--- config.mk ---
export PLATFORM = sky130hd
export DESIGN_NAME = pipelined_mixed_adder
export DESIGN_NICKNAME = d
export VERILOG_FILES = /design/src/rtl/pipelined_mixed_adder.sv
export SDC_FILE = /design/constraint.sdc
export NUM_CORES = 1
export LEC_CHECK = 0
export CAP_MARGIN = 15
export CELL_PAD_IN_SITES_DETAIL_PLACEMENT = 0
export CELL_PAD_IN_SITES_GLOBAL_PLACEMENT = 1
export CORE_MARGIN = 2
export CORE_UTILIZATION = 48
export DETAILED_ROUTE_END_ITERATION = 8
export DONT_BUFFER_PORTS = 1
export PLACE_DENSITY = 0.86
export SETUP_SLACK_MARGIN = 0.3
export SYNTH_ARGS = -nofsm -noshare
export SYNTH_HDL_FRONTEND = slang
export SYNTH_SLANG_ARGS = --single-unit
--- constraint.sdc ---
create_clock -name clk -period 3.15 [get_ports clk]
set_input_delay 0.63 -clock clk [delete_from_list [all_inputs] [get_ports clk]]
set_output_delay 0.63 -clock clk [all_outputs]
set_load 0.02 [all_outputs]
--- src/rtl/pipelined_mixed_adder.sv ---
// Segmented ripple-carry adder: one pipeline stage per SEG-bit slice,
// valid/ready flow control with whole-pipeline stall, bitwise side results.
module pipelined_mixed_adder #(
  parameter int WIDTH = 32,
  parameter int SEG   = 8
) (
  input  logic             clk,
  input  logic             rst_n,
  input  logic             in_valid,
  output logic             in_ready,
  input  logic [WIDTH-1:0] A_in,
  input  logic [WIDTH-1:0] B_in,
  input  logic             C_in,
  input  logic             sub,
  output logic             out_valid,
  input  logic             out_ready,
  output logic [WIDTH-1:0] S_out,
  output logic [WIDTH-1:0] AND_out,
  output logic [WIDTH-1:0] OR_out,
  output logic [WIDTH-1:0] XOR_out,
  output logic             C_out,
  output logic             V_out,
  output logic             Z_out
);

  localparam int NSEG = WIDTH / SEG;
  localparam int L    = NSEG - 1;

  logic [NSEG-1:0]            vld_q;
  logic [NSEG-1:0]            sub_q;
  logic [NSEG-1:0]            c_q;
  logic [NSEG-1:0][WIDTH-1:0] a_q;
  logic [NSEG-1:0][WIDTH-1:0] bo_q;
  logic [NSEG-1:0][WIDTH-1:0] s_q;
  logic                       z_q;

  logic [NSEG-1:0]            sv;
  logic [NSEG-1:0]            ssub;
  logic [NSEG-1:0]            sc;
  logic [NSEG-1:0][WIDTH-1:0] sa;
  logic [NSEG-1:0][WIDTH-1:0] sbo;
  logic [NSEG-1:0][WIDTH-1:0] ss;
  logic [NSEG-1:0][WIDTH-1:0] s_d;
  logic [NSEG-1:0]            c_d;
  logic [SEG-1:0]             asg;
  logic [SEG-1:0]             bsg;
  logic [SEG:0]               seg;
  logic                       advance;

  assign advance  = !(vld_q[L] && !out_ready);
  assign in_ready = advance;

  // Stage k sees stage k-1 registers; stage 0 sees the ports.
  // The invert for subtraction is applied per segment from the
  // carried sub bit, so only the original B travels down the pipe.
  always_comb begin
    sv[0]   = in_valid;
    ssub[0] = sub;
    sc[0]   = sub ? 1'b1 : C_in;
    sa[0]   = A_in;
    sbo[0]  = B_in;
    ss[0]   = '0;
    for (int k = 1; k < NSEG; k++) begin
      sv[k]   = vld_q[k-1];
      ssub[k] = sub_q[k-1];
      sc[k]   = c_q[k-1];
      sa[k]   = a_q[k-1];
      sbo[k]  = bo_q[k-1];
      ss[k]   = s_q[k-1];
    end
    asg = '0;
    bsg = '0;
    seg = '0;
    s_d = ss;
    c_d = '0;
    for (int k = 0; k < NSEG; k++) begin
      asg = sa[k][k*SEG +: SEG];
      bsg = sbo[k][k*SEG +: SEG];
      if (ssub[k]) bsg = ~bsg;
      seg = {1'b0, asg} + {1'b0, bsg}
          + {{SEG{1'b0}}, sc[k]};
      s_d[k][k*SEG +: SEG] = seg[SEG-1:0];
      c_d[k] = seg[SEG];
    end
  end

  always_ff @(posedge clk or negedge rst_n) begin
    if (!rst_n) begin
      vld_q <= '0;
      sub_q <= '0;
      c_q   <= '0;
      a_q   <= '0;
      bo_q  <= '0;
      s_q   <= '0;
      z_q   <= 1'b0;
    end else if (advance) begin
      vld_q <= sv;
      sub_q <= ssub;
      c_q   <= c_d;
      a_q   <= sa;
      bo_q  <= sbo;
      s_q   <= s_d;
      z_q   <= (s_d[L] == '0);
    end
  end

  assign out_valid = vld_q[L];
  assign S_out     = s_q[L];
  assign C_out     = c_q[L];
  assign Z_out     = z_q;
  assign AND_out   = a_q[L] & bo_q[L];
  assign OR_out    = a_q[L] | bo_q[L];
  assign XOR_out   = a_q[L] ^ bo_q[L];

  // Same-sign operands producing an opposite-sign sum.
  assign V_out =
    (a_q[L][WIDTH-1] == (bo_q[L][WIDTH-1] ^ sub_q[L]))
    && (s_q[L][WIDTH-1] != a_q[L][WIDTH-1]);

endmodule
* After elaboration in Yosys (flattened, before gate mapping)
Index checks and enable logic that the tools add are counted.
Cells by class: $add $sub $neg 8, equality and inequality tests 2, mux-type cells 5, bitwise operators 8, reductions and logical operators 5
Operators by type and width (number):
- $add 8x8->9 | 4
- $add 9x1->9 | 4
- $and 32x32->32 | 1
- $logic_not 32->1 | 1
- $mux 8 | 4
- $not 8->8 | 4
- $or 32x32->32 | 1
- $xor 32x32->32 | 1
- $logic_and 1x1->1 | 2
- $logic_not 1->1 | 2
- $eq 1x1->1 | 1
- $mux 1 | 1
- $ne 1x1->1 | 1
- $xor 1x1->1 | 1
Storage, ports and cells: register bits after elaboration 349, input port bits 70, output and inout bits 133, word-level logic and storage cells 44

* Longest topological paths before layout
depth after elaboration 5, gate-level depth with buffers 11, mapped depth without buffers 10

* Least setup slack after synthesis
OpenSTA, ideal clock, no wires.
path type input port to flip-flop, start in sub, end reg c_q[0], arrival time 2543 ps, path slack 525 ps, stages on the path 10, path buffers 1, cells stage by stage buf_2 xnor2_1 fa_1 fa_1 nand2b_1 a21boi_1 o21ai_1 a21oi_1 o21ai_0 a31oi_1
Between the ends: word-level cells in the longest chain between the ends 3, elaborated cells on any way between the ends 4
RTL lines:
- start: declaration | RTL line 14 | input logic sub,
- $mux 8 | RTL line 79 | if (ssub[k]) bsg = ~bsg;
- $add 8x8->9 | RTL line 80 | seg = {1'b0, asg} + {1'b0, bsg}
- $add 9x1->9 * | RTL line 81 | + {{SEG{1'b0}}, sc[k]};
- end signal: assignment | RTL line 91 | c_q <= '0;
- end signal: assignment | RTL line 99 | c_q <= c_d;
- end: declaration | RTL line 31 | logic [NSEG-1:0] c_q;
Every way passes the cells marked *; elsewhere a longest branch is shown, timed or not. A chain may end at the register's enable or synchronous reset.

* Worst setup path after layout
start reg sub_q[2], end reg z_q, in the netlist Z_out
Between the ends: word-level cells in the longest chain between the ends 4
RTL lines:
- start: declaration | RTL line 30 | logic [NSEG-1:0] sub_q;
- start signal: assignment | RTL line 98 | sub_q <= ssub;
- $mux 8 | RTL line 79
- $add 8x8->9 | RTL line 80
- $add 9x1->9 | RTL line 81
- $logic_not 32->1 | RTL line 103 | z_q <= (s_d[L] == '0);
- end signal: assignment | RTL line 103
- end: declaration | RTL line 35 | logic z_q;
No other way between the ends.

==> flow_metrics.env <==
export IMPL_outcome="complete, but fails checks"
export IMPL_violations="negative hold slack"
export IMPL_drt_total_wl_um=32600
export IMPL_overflow=0
export IMPL_antenna_found_initial=0
export IMPL_stdcell_count=2131
export IMPL_grt_pass1_wl_um=53300
export IMPL_clk_pin_slew_worst_paths_ps=60
export IMPL_slew_headroom=0.334
export IMPL_ys_types=37
export IMPL_syn_inst=1740
export IMPL_grt_usage=0.196
export IMPL_seq_area_frac_synth=0.562
export IMPL_ant_nets=0
export IMPL_cts_htree_levels=2
export IMPL_die_y_um=184
export IMPL_drc=0
export IMPL_dp_cells=2069
export IMPL_clock_skew_ps=18.7
export IMPL_via_per_inst=4.99
export IMPL_syn_num_nets=1911
export IMPL_worstPathArrival_ps=3120
export IMPL_vias=10600
export IMPL_hold_ws_ps=-190
export IMPL_drtPass1Iterations=4
export IMPL_grt_max_degree=350
export IMPL_cpMaxStageDelayCell="dfrtp_2"
export IMPL_fin_nets=1878
export IMPL_num_antenna_cells=0
export IMPL_slowest_delay_ps=500
export IMPL_ir_drop_mv=0.542
export IMPL_start_util=0.490
export IMPL_fin_crit_ps=2670
export IMPL_crit_chain="xnor2_1 -> fa_1 -> fa_1 -> xor2_1 -> nand2_1 -> nor4_1 -> nand3_1 -> nor3b_2 -> a22o_1"
export IMPL_cts_tree="done"
export IMPL_hold_viol=284
export IMPL_fmax_mhz=374
export IMPL_fillers=2956
export IMPL_register_area_um2=8730
export IMPL_drv_slew=0
export IMPL_die_width_um=184
export IMPL_root_buffer="clkbuf_16"
export IMPL_rsz0062_at_grt="false"
export IMPL_clock_sinks=349
export IMPL_coreArea_um2=31700
export IMPL_crit_path_frequent_cell="fa_1"
export IMPL_period_share=0.848
export IMPL_cp_start_kind="flop"
export IMPL_layout_common_cells="nand2_1, dfrtp_1, inv_1"
export IMPL_finalSetupViolations=0
export IMPL_synthToLayoutAreaGrowth_pct=9.46
export IMPL_crit_required_ps=3600
export IMPL_max_cap_violations=0
export IMPL_yosys_register_bits=349
export IMPL_insertion_delay_ps=530
export IMPL_layout_commonest_cell="nand2_1"
export IMPL_pin_count=203
export IMPL_drive_gt1_frac=0.0388
export IMPL_dr_first_iter_drc_count=703
export IMPL_synth_avg_cell_area_um2=8.93
export IMPL_globalplace_congestion=0.845
export IMPL_worstSetupEndpointType="flop"
export IMPL_cts_buffers_inserted=38
export IMPL_powerDensity_nw_per_um2=1170
export IMPL_wl_per_cell_um=15.3
export IMPL_std_cell_rows=65
export IMPL_grt_pass1_vias=10600
export IMPL_worstSetupPathType="flop to flop"
export IMPL_place_hpwl_um=21700
export IMPL_worstPathMaxFanout=10
export IMPL_yosysWarnings=0
export IMPL_die_area_um2=33800
export IMPL_worst_r2r_path_depth=9
export IMPL_finalSetupTns_ps=0
export IMPL_clockBufferDepth=3
export IMPL_io_buffers=0
export IMPL_worst_slew_pin_slew_ps=999
export IMPL_p_leak_nw=9.00
export IMPL_syn_cell_area_um2=15500
export IMPL_multiInputGateArea_um2=6040
export IMPL_hp_class="input pin to async pin"
synth_stat cells, drive strengths merged:
cell    number  area share
a211oi       4      0.0019
a21boi       2     0.00097
a21o         3      0.0014
a21oi       25      0.0081
a22o         1     0.00056
a31oi        6      0.0024
buf         36       0.010
clkbuf      45       0.011
dfrtp      349        0.56
fa           8       0.010
ha          93       0.075
inv        116       0.028
nand2      817        0.20
nand2b       7      0.0028
nand3        2     0.00064
nand3b       2     0.00097
nand4        1     0.00040
nor2        37      0.0089
nor2b        4      0.0016
nor3         9      0.0029
nor3b        1     0.00081
nor4         6      0.0028
o211a        1     0.00064
o21a         5      0.0024
o21ai       96       0.031
o21bai       2     0.00097
o31ai        6      0.0029
o41ai        1     0.00056
or2          3      0.0012
or3          2     0.00081
xnor2       10      0.0056
xor2        40       0.023
what timing repair did:
action,4_1_cts,5_1_grt
endpoints found under the hold margin,349,349
endpoints found under the setup margin,0,1
resized for setup,0,1
buffers inserted,0,0
per-layer routing:
layer	GRT usage	vias to the layer above	routed length, um
met1	0.251	5082	14100
met5	0	-	0
met4	0.0573	0	823
met2	0.334	198	15800
met3	0.0450	60	1790
li1	-	5297	-
stage by stage:
| step | hold slack [ps] | util | total power [mW] | setup WS (ps) | instance area, um^2 |
|---|---|---|---|---|---|
| after floorplan | 334 | - | 14.0 | 525 | 15500 |
| after global placement | 351 | 0.500 | 15.6 | 480 | 15800 |
| after detailed placement | 346 | 0.500 | 15.9 | 370 | 15800 |
| after CTS | -204 | 0.536 | 20.1 | 375 | 17000 |
| after global routing | -219 | 0.536 | 21.5 | 336 | 17000 |
| final | -190 | 0.536 | 19.8 | 479 | 17000 |
flip-flops by register name, summed over array words and instances, names as in the netlist:
register	cells
s_d	48
S_out	32
c_q	4
bo_q	128
Z_out	1
a_q	128
vld_q	4
sub_q	4
report_power, final:
| group | switching (mW) | internal [mW] |
|---|---|---|
| combinational | 4.81 | 2.71 |
| clock | 1.72 | 2.44 |
| sequential | 1.68 | 6.49 |
| total | 8.21 | 11.6 |
path summary, 6_finish.rpt:
check | start | endpoint | slack [ps]
worst max-delay path | sub_q[2]$_DFFE_PN0N_ | Z_out$_DFFE_PN0N_ | 480
worst min-delay path | rst_n | bo_q[120]$_DFFE_PN0N_ | -190
worst max register to register | sub_q[2]$_DFFE_PN0N_ | Z_out$_DFFE_PN0N_ | 480
worst min register to register | vld_q[2]$_DFFE_PN0N_ | vld_q[2]$_DFFE_PN0N_ | 460
max in group asynchronous | rst_n | bo_q[86]$_DFFE_PN0N_ | 2620
min in group clk | A_in[10] | a_q[10]$_DFFE_PN0N_ | 210
cell families after synthesis:
kind of cell	count (synthesis)	share of synthesized area
adders and majority gates	101	0.0852
buffers and inverters	197	0.0492
AOI/OAI and AO/OA	152	0.0538
DFF	349	0.562
xor gates and xnor gates	50	0.0282
and+or+nand+nor	891	0.221
worst max-delay path, delay by kind of cell, from the launching register on:
family	cells	cell delay, ps
AND/OR/NAND/NOR	4	740
adder cells (fa/ha/maj)	2	850
AO/OA/AOI/OAI	1	140
flip-flops	1	500
XOR/XNOR	2	380
area by class of cell:
class / instances / share of cell area
Clock buffer: 54 / 0.0630
Clock inverter: 8 / 0.00508
Inverter: 116 / 0.0260
Multi-Input combinational cell: 1194 / 0.355
Sequential cell: 349 / 0.514
Tap cell: 402 / 0.0296
Timing Repair Buffer: 8 / 0.00721
No activity file was read; power rests on OpenSTA's default activity.
